### src/rtl/spi_slave_if.sv
`default_nettype none
// ============================================================================
// spi_slave_if : SPI mode-0 slave, PClK-oversampled, with a one-word TX buffer
// Revision     : 1.0
// ============================================================================
module spi_slave_if #(
  parameter int DATA_W      = 8,
  parameter int SYNC_STAGES = 2
) (
  input  logic              PClK,
  input  logic              PRESETn,
  input  logic              SPI_CLK,
  input  logic              SS_n,
  input  logic              MOSI,
  output logic              MISO,
  output logic              MISO_OE,
  input  logic [DATA_W-1:0] TX_DATA,
  input  logic              TX_WR,
  output logic              TX_READY,
  output logic [DATA_W-1:0] RX_DATA,
  output logic              RX_VALID,
  output logic              UNDERRUN,
  output logic              BUSY
);

  localparam int              c_cnt_w    = (DATA_W > 2) ? $clog2(DATA_W) : 1;
  localparam logic [c_cnt_w-1:0] c_last_bit = c_cnt_w'(DATA_W - 1);

  typedef enum logic [0:0] {
    ST_IDLE   = 1'b0,
    ST_ACTIVE = 1'b1
  } state_t;

  logic [SYNC_STAGES-1:0] r_sclk_sync;
  logic [SYNC_STAGES-1:0] r_ss_sync;
  logic [SYNC_STAGES-1:0] r_mosi_sync;
  logic                   r_sclk_d;
  logic                   r_ss_d;

  state_t                 r_state;
  logic [c_cnt_w-1:0]     r_bit_cnt;
  logic [DATA_W-1:0]      r_rx_shift;
  logic [DATA_W-1:0]      r_tx_shift;
  logic [DATA_W-1:0]      r_tx_buf;
  logic                   r_tx_ready;
  logic [DATA_W-1:0]      r_rx_data;
  logic                   r_rx_valid;
  logic                   r_underrun;
  logic                   r_busy;
  logic                   r_miso;

  logic                   w_sclk;
  logic                   w_ss;
  logic                   w_mosi;
  logic                   w_sclk_rise;
  logic                   w_sclk_fall;
  logic                   w_ss_fall;
  logic                   w_ss_rise;
  logic                   w_load;
  logic                   w_shift;
  logic [DATA_W-1:0]      w_rx_next;

  // SS_n chain resets high so releasing reset never looks like a select
  always_ff @(posedge PClK or negedge PRESETn) begin
    if (!PRESETn) begin
      r_sclk_sync <= '0;
      r_ss_sync   <= '1;
      r_mosi_sync <= '0;
      r_sclk_d    <= 1'b0;
      r_ss_d      <= 1'b1;
    end else begin
      r_sclk_sync <= {r_sclk_sync[SYNC_STAGES-2:0], SPI_CLK};
      r_ss_sync   <= {r_ss_sync[SYNC_STAGES-2:0], SS_n};
      r_mosi_sync <= {r_mosi_sync[SYNC_STAGES-2:0], MOSI};
      r_sclk_d    <= r_sclk_sync[SYNC_STAGES-1];
      r_ss_d      <= r_ss_sync[SYNC_STAGES-1];
    end
  end

  assign w_sclk      = r_sclk_sync[SYNC_STAGES-1];
  assign w_ss        = r_ss_sync[SYNC_STAGES-1];
  assign w_mosi      = r_mosi_sync[SYNC_STAGES-1];
  assign w_sclk_rise = w_sclk & ~r_sclk_d;
  assign w_sclk_fall = ~w_sclk & r_sclk_d;
  assign w_ss_fall   = ~w_ss & r_ss_d;
  assign w_ss_rise   = w_ss & ~r_ss_d;
  assign w_rx_next   = {r_rx_shift[DATA_W-2:0], w_mosi};

  // Deselect outranks any coincident clock edge, so a word boundary at the
  // very end of a frame does not pull the next buffered word.
  assign w_load  = ((r_state == ST_IDLE) && w_ss_fall) ||
                   ((r_state == ST_ACTIVE) && !w_ss_rise && w_sclk_fall && (r_bit_cnt == '0));
  assign w_shift = (r_state == ST_ACTIVE) && !w_ss_rise && w_sclk_fall && (r_bit_cnt != '0);

  always_ff @(posedge PClK or negedge PRESETn) begin
    if (!PRESETn) begin
      r_state    <= ST_IDLE;
      r_bit_cnt  <= '0;
      r_rx_shift <= '0;
      r_tx_shift <= '0;
      r_tx_buf   <= '0;
      r_tx_ready <= 1'b1;
      r_rx_data  <= '0;
      r_rx_valid <= 1'b0;
      r_underrun <= 1'b0;
      r_busy     <= 1'b0;
      r_miso     <= 1'b0;
    end else begin
      r_rx_valid <= 1'b0;
      r_underrun <= 1'b0;
      r_miso     <= r_tx_shift[DATA_W-1];

      case (r_state)
        ST_IDLE: begin
          r_bit_cnt <= '0;
          if (w_ss_fall) begin
            r_state <= ST_ACTIVE;
            r_busy  <= 1'b1;
          end
        end
        ST_ACTIVE: begin
          if (w_ss_rise) begin
            r_state    <= ST_IDLE;
            r_busy     <= 1'b0;
            r_bit_cnt  <= '0;
            r_rx_shift <= '0;
          end else if (w_sclk_rise) begin
            r_rx_shift <= w_rx_next;
            if (r_bit_cnt == c_last_bit) begin
              r_bit_cnt  <= '0;
              r_rx_data  <= w_rx_next;
              r_rx_valid <= 1'b1;
            end else begin
              r_bit_cnt <= r_bit_cnt + c_cnt_w'(1);
            end
          end
        end
      endcase

      if (w_load) begin
        if (!r_tx_ready) begin
          r_tx_shift <= r_tx_buf;
          r_tx_ready <= 1'b1;
        end else begin
          r_tx_shift <= '0;
          r_underrun <= 1'b1;
        end
      end else if (w_shift) begin
        r_tx_shift <= r_tx_shift << 1;
      end

      // A load that found the buffer empty still lets this write land
      if (TX_WR && r_tx_ready) begin
        r_tx_buf   <= TX_DATA;
        r_tx_ready <= 1'b0;
      end
    end
  end

  assign MISO     = r_miso & r_busy;
  assign MISO_OE  = r_busy;
  assign BUSY     = r_busy;
  assign TX_READY = r_tx_ready;
  assign RX_DATA  = r_rx_data;
  assign RX_VALID = r_rx_valid;
  assign UNDERRUN = r_underrun;

endmodule
`default_nettype wire

### config.mk
export PLATFORM = sky130hd
export DESIGN_NAME = spi_slave_if
export DESIGN_NICKNAME = d
export VERILOG_FILES = /design/src/rtl/spi_slave_if.sv
export SDC_FILE = /design/constraint.sdc
export NUM_CORES = 1
export LEC_CHECK = 0
export CAP_MARGIN = 20
export CELL_PAD_IN_SITES_DETAIL_PLACEMENT = 0
export CELL_PAD_IN_SITES_GLOBAL_PLACEMENT = 1
export CORE_ASPECT_RATIO = 1.25
export CORE_MARGIN = 2
export CORE_UTILIZATION = 39
export CTS_CLUSTER_SIZE = 12
export DETAILED_ROUTE_END_ITERATION = 12
export HOLD_SLACK_MARGIN = 0.03
export PLACE_DENSITY = 0.81
export SETUP_SLACK_MARGIN = 0.02
export SLEW_MARGIN = 10
export SYNTH_ARGS = -nofsm -noshare
export SYNTH_HDL_FRONTEND = slang
export SYNTH_SLANG_ARGS = --single-unit
export TNS_END_PERCENT = 1
### constraint.sdc
create_clock -name PClK -period 2 [get_ports PClK]
set_clock_uncertainty 0.2 [all_clocks]
set_input_delay 0.4 -clock PClK [delete_from_list [all_inputs] [get_ports PClK]]
set_output_delay 0.4 -clock PClK [all_outputs]
set_load 0.01 [all_outputs]
==> key figures <==
STA
  • Final slew viol count: 0
  • Final hold vios: 0
  • RSZ-0062 raised after global routing: false
  • WHS: 150 ps
  • Final Cycle Share: 95.4%
  • Worst-margin pin slew: 495 ps
  • TNS Setup: 0 ps
  • Setup WS post-layout: slightly above 90 ps
  • Slew headroom: between 60% and 70%
  • Post-layout min period: 1910 ps
  • Fmax achieved: 524 MHz
  • Final Setup Violations: 0

Critical path
  • Crit path DAT: 1890 ps
  • Worst-case reg-to-reg path depth: 5
  • Reg2reg end: r_tx_shift[4]
  • WP data required: 1990 ps
  • Critical R2R Launch: r_ss_sync[1]
  • Crit end category: register
  • Worst reg-to-reg setup slack: 90 ps
  • Setup crit start: r_ss_sync[1]
  • Critical Path Fanout Max: 10
  • Crit path kind: reg2reg
  • CP Launch Type: register

Synthesis
  • Yosys reg bits: 48
  • Post-Syn Nets: 154
  • Register area share after synthesis: approximately three fifths
  • Ys Warns: 0
  • Cell Area, Synth: 0.00195 sq mm
  • Syn avg cell area: 14.2 sq um
  • Synth cell types: 26
  • Mapped Cells: between 100 and 150

Detailed routing
  • Vias per cell: 4.79
  • DR pass1 iterations: 3
  • DRC errors left: 0
  • Final WL: 2910 microns
  • Routed WL per cell: between 10 and 15 microns
  • Initial DRC count: 55
  • Via count: 1135
  • Detail Route Antenna Nets: 0

Clocking
  • Latest clock arrival within the worst-skew pair: 300 ps
  • Clk slew on worst S/H paths: 90 ps
  • Total CTS buffers: 5
  • H-tree Lvls: 2
  • Clock root buffer: clkbuf_8
  • Clock sink count: between 40 and 50
  • CTS tree: done
  • Max Root-Sink Buffers: 2

Place
  • Place WS: 73.6 ps
  • Placed wire-length estimate: 2180 microns
  • # port buffers: 27
  • DP Area: 0.00233 sq mm
  • Inst Count DP: 227
  • Gpl congestion: 0.718

Worst hold path
  • Hold Crit Class: reg2reg
  • Worst Hold End: r_mosi_sync[1]
  • HP Start: r_mosi_sync[0]
  • Hold Path Cell Cnt: 0

Cells and area
  • Post-route insts no fill: ~240
  • Nets@finish: 193
  • Fraction of layout instances using a drive strength above 1: 35.0%
  • Post-layout util: 51.8%
  • # diodes: 0
  • Commonest non-fill, non-tap cell in the layout: dfrtp_1
  • Fillers: 442
  • Area growth, synth to finish: 26.7%
  • Finished Cell Area: 0.00247 sq mm
  • Commonest cells after routing, fill and taps aside: dfrtp_1, mux2_2, clkdlybuf4s50_1

Floorplanning
  • Initial Util: around 41%
  • Rows: 28
  • Die area: 0.00558 sq mm
  • Overall die height: 83.0 microns
  • I/O Pins: 28
  • Die X-Extent: 67.2 microns
  • Core area: 0.00476 sq mm

Outcome
  • Status: finished, final reports clean

GRT
  • Vias in the first global route: 1146
  • Largest net degree at the start of global routing: 29
  • GRT Residual Overflow: 0
  • First-pass GRT wire length: 5110 microns
  • GR Util All Layers: 11.9%
  • Initial antenna violation count: 0

Job
  • Max-cap check violation count: 0

Power and ir drop
  • Pwr Total: 2.39 mW
  • Max rail drop VDD: 0.000620 V
  • Pwr/cell area: 971 mW/mm^2
  • LEAKAGE: about 1.1 nW
power breakdown:
| group | leakage [nW] | total (mW) | internal [mW] | switching (mW) |
|---|---|---|---|---|
| registers | 0.606 | 1.25 | 1.16 | 0.0890 |
| clock network | 0.0548 | 0.698 | 0.376 | 0.322 |
| logic | 0.488 | 0.449 | 0.291 | 0.158 |
routing by layer:
metal / GRT usage (%) / routed length [microns] / part of all wire [%]
met1: 13.6 / 1180 / 41
met2: 20.3 / 1520 / 52
met3: 3.93 / 163 / 5.6
met4: 4.45 / 41 / 1.4
met5: 0 / 0 / 0
cell families after synthesis:
kind of cell	share of synthesized area, %
flops	61.9
buf+inv	1.80
fa+ha+maj	1.93
mux	17.9
simple gates	8.61
compound gates	7.84
worst max-delay path: stages, from the launching register on:
cell	delay, ps
dfstp_2	600
nor2_1	90
a21oi_2	160
buf_6	150
mux2_2	330
mux2_2	260
worst max path at each step:
| stage | end | cells past startpoint |
|---|---|---|
| after floorplan | r_tx_shift[1] | 6 |
| after global placement | r_tx_shift[7] | 5 |
| after detailed placement | r_tx_shift[6] | 5 |
| after CTS | TX_READY | 1 |
| after global routing | r_tx_shift[4] | 7 |
| final | r_tx_shift[4] | 5 |
flip-flops by register name, summed over array words and instances, names as in the netlist, 2 cells and up:
register,cells
r_ss_sync,2
r_tx_buf,8
r_mosi_sync,2
r_sclk_sync,2
r_bit_cnt,3
RX_DATA,8
r_rx_shift,7
r_tx_shift,8
repair_timing:
action / 4_1_cts / 5_1_grt
endpoints found under the setup margin: 1 / 4
hold endpoints to repair: 20 / 0
buffers inserted: 1 / 0
gates resized for setup: 0 / 3
hold buffers: 1 / 0
cells in the mapped netlist, drive strengths merged:
cell type,n,area share (%)
dfrtp,44,57
nor3,2,1.1
inv,6,1.2
nand2b,1,0.32
and2,1,0.32
nor2b,10,3.3
a21oi,6,1.7
nand2,7,1.7
buf,2,0.64
mux2,31,18
ha,3,1.9
dfstp,4,5.4
nand3b,1,0.39
o2bb2ai,1,0.77
nor2,3,0.58
nor3b,1,0.39
and3b,1,0.45
a22o,8,4.0
o21ai,5,1.3
area by class of cell:
| type | instances | area [sq um] | share of cell area [%] |
|---|---|---|---|
| Sequential cell | 48 | 1210 | 48.9 |
| Clock buffer | 5 | 68.8 | 2.79 |
| Clock inverter | 3 | 46.3 | 1.88 |
| Tap cell | 60 | 75.1 | 3.04 |
| Timing Repair Buffer | 34 | 342 | 13.8 |
| Multi-Input combinational cell | 81 | 707 | 28.7 |
| Inverter | 6 | 22.5 | 0.913 |
No activity file was read; power rests on OpenSTA's default activity.
